$ cat src/rtl/mux16_to_1_pkg.sv
// -----------------------------------------------------------------------------
// mux16_to_1_pkg
// Shared constants and types for the registered 16:1 lane selector.
//   LANES       : number of input lanes
//   SEL_W       : width of the lane index
//   GROUP       : lanes per first-stage 4:1 mux
//   GROUP_SEL_W : width of the select feeding one 4:1 mux
//   NUM_GROUPS  : number of first-stage muxes
//   lane_idx_t  : unsigned lane index 0..LANES-1 (for the bench and any parent)
// -----------------------------------------------------------------------------
package mux16_to_1_pkg;

    localparam int LANES       = 16;
    localparam int SEL_W       = 4;
    localparam int GROUP       = 4;
    localparam int GROUP_SEL_W = 2;
    localparam int NUM_GROUPS  = LANES / GROUP;

    typedef logic [SEL_W-1:0] lane_idx_t;

endpackage : mux16_to_1_pkg

$ cat src/rtl/mux4_1.sv
// -----------------------------------------------------------------------------
// mux4_1
// Purely combinational 4:1 multiplexer, WIDTH bits per lane.
//   in  [0:3] : four lanes, in[0] is the most-significant slice of the bus
//   sel [0:1] : lane index, sel[0] is the MSB
//   out       : selected lane
// Only the addressed lane is read, so X on any other lane cannot reach out.
// -----------------------------------------------------------------------------
module mux4_1
    import mux16_to_1_pkg::*;
#(
    parameter int WIDTH = 1
) (
    input  logic [0:GROUP-1][WIDTH-1:0] in,
    input  logic [0:GROUP_SEL_W-1]      sel,
    output logic [WIDTH-1:0]            out
);

    // Lane selection; the default arm only covers non-binary select values.
    always_comb begin
        out = {WIDTH{1'b0}};
        case (sel)
            2'd0:    out = in[0];
            2'd1:    out = in[1];
            2'd2:    out = in[2];
            2'd3:    out = in[3];
            default: out = {WIDTH{1'b0}};
        endcase
    end

endmodule : mux4_1

$ cat src/rtl/mux16_to_1.sv
// -----------------------------------------------------------------------------
// mux16_to_1
// Registered 16:1 lane selector built as a two-level tree of 4:1 muxes.
//   clk       : rising-edge clock
//   rst_n     : asynchronous active-low reset
//   in        : sixteen WIDTH-bit lanes, lane 0 is the most-significant slice
//   sel [0:3] : unsigned lane index, sel[0] is the MSB
//   in_valid  : in/sel are sampled when high
//   out       : registered selected lane (holds while in_valid is low)
//   out_valid : registered copy of in_valid
// Latency is one clock; one selection per cycle.
// -----------------------------------------------------------------------------
module mux16_to_1
    import mux16_to_1_pkg::*;
#(
    parameter int WIDTH = 1
) (
    input  logic                        clk,
    input  logic                        rst_n,
    input  logic [0:LANES-1][WIDTH-1:0] in,
    input  logic [0:SEL_W-1]            sel,
    input  logic                        in_valid,
    output logic [WIDTH-1:0]            out,
    output logic                        out_valid
);

    // Lanes regrouped per first-stage mux: group g holds lanes 4g..4g+3.
    logic [0:GROUP-1][WIDTH-1:0] grp_in_s [NUM_GROUPS];
    // Stage-1 results, one per group, indexed by group number.
    logic [0:NUM_GROUPS-1][WIDTH-1:0] grp_out_s;
    // Stage-2 result: the combinationally selected lane.
    logic [WIDTH-1:0] sel_lane_s;

    logic [WIDTH-1:0] out_d;
    logic [WIDTH-1:0] out_q;
    logic             out_valid_d;
    logic             out_valid_q;

    // Stage 1: the two select LSBs pick a lane within every group.
    for (genvar g = 0; g < NUM_GROUPS; g++) begin : g_stage1
        for (genvar j = 0; j < GROUP; j++) begin : g_lane
            assign grp_in_s[g][j] = in[GROUP*g + j];
        end

        mux4_1 #(
            .WIDTH (WIDTH)
        ) u_mux_s1 (
            .in  (grp_in_s[g]),
            .sel (sel[2:3]),
            .out (grp_out_s[g])
        );
    end

    // Stage 2: the two select MSBs pick the group.
    mux4_1 #(
        .WIDTH (WIDTH)
    ) u_mux_s2 (
        .in  (grp_out_s),
        .sel (sel[0:1]),
        .out (sel_lane_s)
    );

    // Next-state: capture the selected lane on valid, otherwise hold it.
    always_comb begin
        out_d       = out_q;
        out_valid_d = 1'b0;
        if (in_valid) begin
            out_d       = sel_lane_s;
            out_valid_d = 1'b1;
        end else begin
            out_d       = out_q;
            out_valid_d = 1'b0;
        end
    end

    // Output register with immediate clear on reset assertion.
    always_ff @(posedge clk or negedge rst_n) begin
        if (!rst_n) begin
            out_q       <= {WIDTH{1'b0}};
            out_valid_q <= 1'b0;
        end else begin
            out_q       <= out_d;
            out_valid_q <= out_valid_d;
        end
    end

    assign out       = out_q;
    assign out_valid = out_valid_q;

endmodule : mux16_to_1

$ cat config.mk
export PLATFORM = sky130hd
export DESIGN_NAME = mux16_to_1
export DESIGN_NICKNAME = d
export VERILOG_FILES = /design/src/rtl/mux16_to_1_pkg.sv /design/src/rtl/mux4_1.sv /design/src/rtl/mux16_to_1.sv
export SDC_FILE = /design/constraint.sdc
export NUM_CORES = 1
export LEC_CHECK = 0
export CAP_MARGIN = 5
export CELL_PAD_IN_SITES_DETAIL_PLACEMENT = 0
export CELL_PAD_IN_SITES_GLOBAL_PLACEMENT = 1
export CORE_UTILIZATION = 18
export CTS_BUF_LIST = sky130_fd_sc_hd__clkbuf_16
export DETAILED_ROUTE_END_ITERATION = 10
export PLACE_DENSITY = 0.75
export REMOVE_ABC_BUFFERS = 1
export SYNTH_ARGS = -nofsm -noshare
export SYNTH_HDL_FRONTEND = slang
export SYNTH_SLANG_ARGS = --single-unit
$ cat constraint.sdc
create_clock -name clk -period 1 [get_ports clk]
set_clock_uncertainty 0.2 [all_clocks]
set_input_delay 0.2 -clock clk [delete_from_list [all_inputs] [get_ports clk]]
set_output_delay 0.2 -clock clk [all_outputs]
set_load 0.05 [all_outputs]
# == After elaboration in Yosys (flattened, before gate mapping) ==
# Cells that the tools add are included.
# classes
muxes,6
n_eq_ne,6
reduce_logical,2
# ops
op,n
1-bit one-hot mux with 4 select lines,5
"2-bit equality test, second input constant",4
"2-bit by 1-bit equality test with 1-bit output, second input constant",2
2-bit zero test,2
1-bit 2-to-1 mux,1
# word_totals
out_inout_bits,2
in_bits,23
regBits,2
word_cells,16

# == Logic depth before layout (Yosys ltp) ==
# logic_depth
depth_word,3
depth_mapped,5

# == By module ==
# A second synthesis with hierarchy kept.
# unflattened
cells_unflattened,8
area_unflattened_um2,177.7
# by_module_without_submodules
mod,area_per_inst_um2,instances,cells_each,seq_area_each_um2
mux4_1,22.5,5,1,0.0
mux16_to_1,65.1,1,3,50.0

# == Worst setup path after synthesis ==
# No wires, ideal clock.
# synth_path
kind,input -> register
startpoint,input sel[3] (netlist bit)
endpoint,"register out_q, in the netlist out"
required_ps,676
arrival_time_ps,1152
stages,5
setup_slack_ps,-476
path_cell_list,buf_6 mux2_4 a221oi_2 a311oi_1 o31a_1
# synth_via
elab_chain_cells,3
elab_cells_between_ends,9
# synth_lines
element,line,source
"start, declared",mux16_to_1.sv:21,"input logic [0:SEL_W-1] sel,"
"2-bit equality test, or another cell as far along",mux4_1.sv:22,case (sel)
1-bit one-hot mux with 4 select lines,mux4_1.sv:22,
1-bit one-hot mux with 4 select lines *,mux4_1.sv:22,
"end signal, assigned",mux16_to_1.sv:79,out_q <= {WIDTH{1'b0}};
"end signal, assigned",mux16_to_1.sv:82,out_q <= out_d;
"end, declared",mux16_to_1.sv:35,logic [WIDTH-1:0] out_q;
# Every way passes the cells marked *; elsewhere a longest branch is shown, timed or not.
# A chain may end at the register's enable or synchronous reset.

# == Worst setup path in the final report ==
# layout_path
startpoint,input in[3] (netlist bit)
endpoint,"register out_q, in the netlist out"
# layout_via
elab_chain_cells,2
# layout_lines
element,line,source
"start, declared",mux16_to_1.sv:20,"input logic [0:LANES-1][WIDTH-1:0] in,"
1-bit one-hot mux with 4 select lines (2 in a row),mux4_1.sv:22,
# No other way between the ends.

==> metrics.md <==
| Metric | Value |
|---|---|
| Share of the synthesized area in the top cell type | 19.3% |
| RSZ-0062 raised after global routing | yes |
| Avg Cell Area, Syn | 10.8 sq um |
| First-pass GRT wire length | 1170 um |
| DR pass1 iterations | 1 |
| Area leader, netlist | dfrtp_1 |
| Drt total wl | 749 um |
| DRT iter0 DRCs | 0 |
| H-tree Lvls | 1 |
| Tcrit/Tclk final | 126% |
| Finished Cell Area | 642 sq um |
| Non-Filler Instances | 72 |
| # IOs | 25 |
| Achievable Freq | 791 MHz |
| Arrival @ worst endpoint | 1.16 ns |
| Crit path max-delay family | multiplexers |
| Row cnt | 13 |
| DIE AREA | 1590 sq um |
| Worst skew pair latency | 0.22 ns |
| Leak Pwr | 0.302 nW |
| Root Driver | clkbuf_16 |
| Post-DP HPWL | 622 um |
| Core box area | 1320 sq um |
| Post-synthesis cell count | 24 |
| Port buffer count | 24 |
| Clock slew at reported path FFs | 0.03 ns |
| Post-Syn Area | 259 sq um |
| Final worst path period need | 1.26 ns |
| CTS sink count | 2 |
| Starting density of the core | 19.7% |
| Type of origin of the critical path | input pin |
| Worst setup EP type | flip-flop |
| CP max FO | 1 |
| Yosys cell types | 18 |
| Max stage delay cell, worst path | mux4_2 |
| Final Wtd Congestion | 0.692 |
| Min-delay worst type | in -> async |
| Max clock buf depth | 2 |
| Final #Nets | 82 |
| Post-synthesis sequential area ratio | 19.3% |
| Placed insts | 67 |
| Worst slew margin | 85.3% |
| Layout cells sized above 1 | 56.1% |
| Synth warn | 0 |
| WS Path Type | in -> reg |
| Synth area leaders | dfrtp_1, a221oi_2, mux2_4, buf_6, mux4_2 |
| Max capacitance violation total | 0 |
| DRC Markers | 0 |
| Hold WS | -0.0470 ns |
| P&R area growth vs syn | 148% |
| Antenna diodes | 0 |
| Design Power | 0.000939 W |
| DR WL/cell | 10.4 um |
| Via count | 324 |
| Gr ovfl total | 0 |
| Failing checks | negative hold slack, negative setup slack |
| Die X | 39.9 um |
| Outcome | finished with violations |
| CP Data Required Time | 0.90 ns |
| VDD IR-drop max | 527 uV |
| Vias per cell | 4.50 |
| Pin count of the biggest net entering global routing | 6 |
| Antenna violations before repair | 0 |
| Cell Area, Placed | 561 sq um |
| Final Slew Violations | 0 |
| Worst slew pin tran | 0.220 ns |
| Power per cell area | 1460 nW/um^2 |
| Vias in the first global route | 334 |
| # setup viols final | 3 |
| Final WS setup | -0.264 ns |
| GRT Total Usage | 11.6% |
| CP max stage delay | 0.46 ns |
| CTS tree | yes |
| Crit path buf inv count | 1 |
| Chip height | 39.9 um |
| Cts bufs inserted | 3 |
| Synth Register Bits | 2 |
| Crit path cell chain | clkdlybuf4s15_1, mux4_2, nor3_2, a21oi_1, o31a_1 |
| Final core occ | 48.7% |
| Hold Fails Final Rpt | 2 |
| ANT nets after route | 0 |
area by class of cell:
class                           instances  area, sq um
Fill cell                             130          676
Timing Repair Buffer                   32          289
Multi-Input combinational cell         19          205
Clock buffer                            3         75.1
Sequential cell                         2         50.0
Tap cell                               15         18.8
Inverter                                1         3.75
final timing paths:
check,depth (start not counted),slack [ns],from,to
max reg2reg,4,-0.10,out,out
min,1,-0.05,rst_n,out_valid
max,5,-0.26,in[3],out
min reg2reg,4,0.61,out,out
min in group clk,5,0.27,sel[3],out
max in group asynchronous,1,0.52,rst_n,out
kinds of logic after synthesis:
group | share of synthesized area [%]
and+or+nand+nor | 11.6
buffers and inverters | 10.1
muxes | 28.5
AOI/OAI and AO/OA | 30.4
DFF | 19.3
stage by stage:
| step | setup WS (ns) | setup TNS, ns |
|---|---|---|
| 2_1_floorplan | -0.352 | -0.353 |
| 3_3_place_gp | -1.01 | -1.02 |
| 3_5_place_dp | -1.03 | -1.05 |
| 4_1_cts | -0.277 | -0.617 |
| 5_1_grt | -0.303 | -0.657 |
| 6_report | -0.264 | -0.590 |
cell usage after synthesis, drive strengths merged:
master  count
a211oi      1
a21o        1
a21oi       2
a221oi      2
a311oi      1
buf         2
dfrtp       2
inv         1
mux2        3
mux2i       1
mux4        1
nand2       2
nor2        1
nor2b       1
nor3        1
o21ai       1
o31a        1
power by group:
part	switching [W]	leakage [nW]	internal [W]	total, W
Sequential	0.00000799	0.0229	0.0000897	0.0000977
Clock	0.0000842	0.0370	0.000508	0.000592
Combinational	0.0000942	0.242	0.000155	0.000249
Total	0.000186	0.302	0.000752	0.000939
registers in the layout, indices dropped and copies added (netlist names):
register,count
out,1
out_valid,1
cell usage in the layout, fill, tap and decap left out:
master           synthesis  routed
mux4_2                   1       1
clkbuf_16                0       3
o21ai_0                  1       1
clkdlybuf4s50_1          0       3
clkdlybuf4s15_1          0       4
nor2_1                   1       1
a311oi_2                 0       1
dlygate4sd2_1            0       8
a221oi_2                 2       2
mux2_4                   2       3
buf_6                    2       1
nor3_2                   0       1
buf_12                   0       2
a211oi_2                 0       1
nand2_2                  0       1
buf_2                    0       6
o31a_1                   1       1
inv_1                    1       1
buf_4                    0       7
dfrtp_1                  2       2
a21oi_1                  2       2
nand2_1                  2       1
buf_8                    0       1
a21o_2                   1       1
mux2i_1                  1       1
nor2b_4                  1       1
per-layer routing:
| metal | vias up | track usage [%] | wire (um) |
|---|---|---|---|
| li1 | 160 | - | - |
| met5 | - | 0 | 0 |
| met2 | 17 | 21.0 | 397 |
| met3 | 0 | 5.56 | 74 |
| met1 | 147 | 10.0 | 277 |
| met4 | 0 | 7.76 | 0 |
worst reg2reg max path, delay by kind of cell, from the launching register on:
kind / cells / cell delay [ns]
AOI/OAI and AO/OA: 2 / 0.15
buffers and inverters: 1 / 0.14
and+or+nand+nor: 1 / 0.10
DFF: 1 / 0.39
what timing repair did:
action                                  CTS  global route
endpoints found under the setup margin    3             3
endpoints found under the hold margin     2             2
pin swaps                                10             1
gates resized for setup                  50             2
buffers inserted                          1             1
Power figures use the tool's default switching activity.
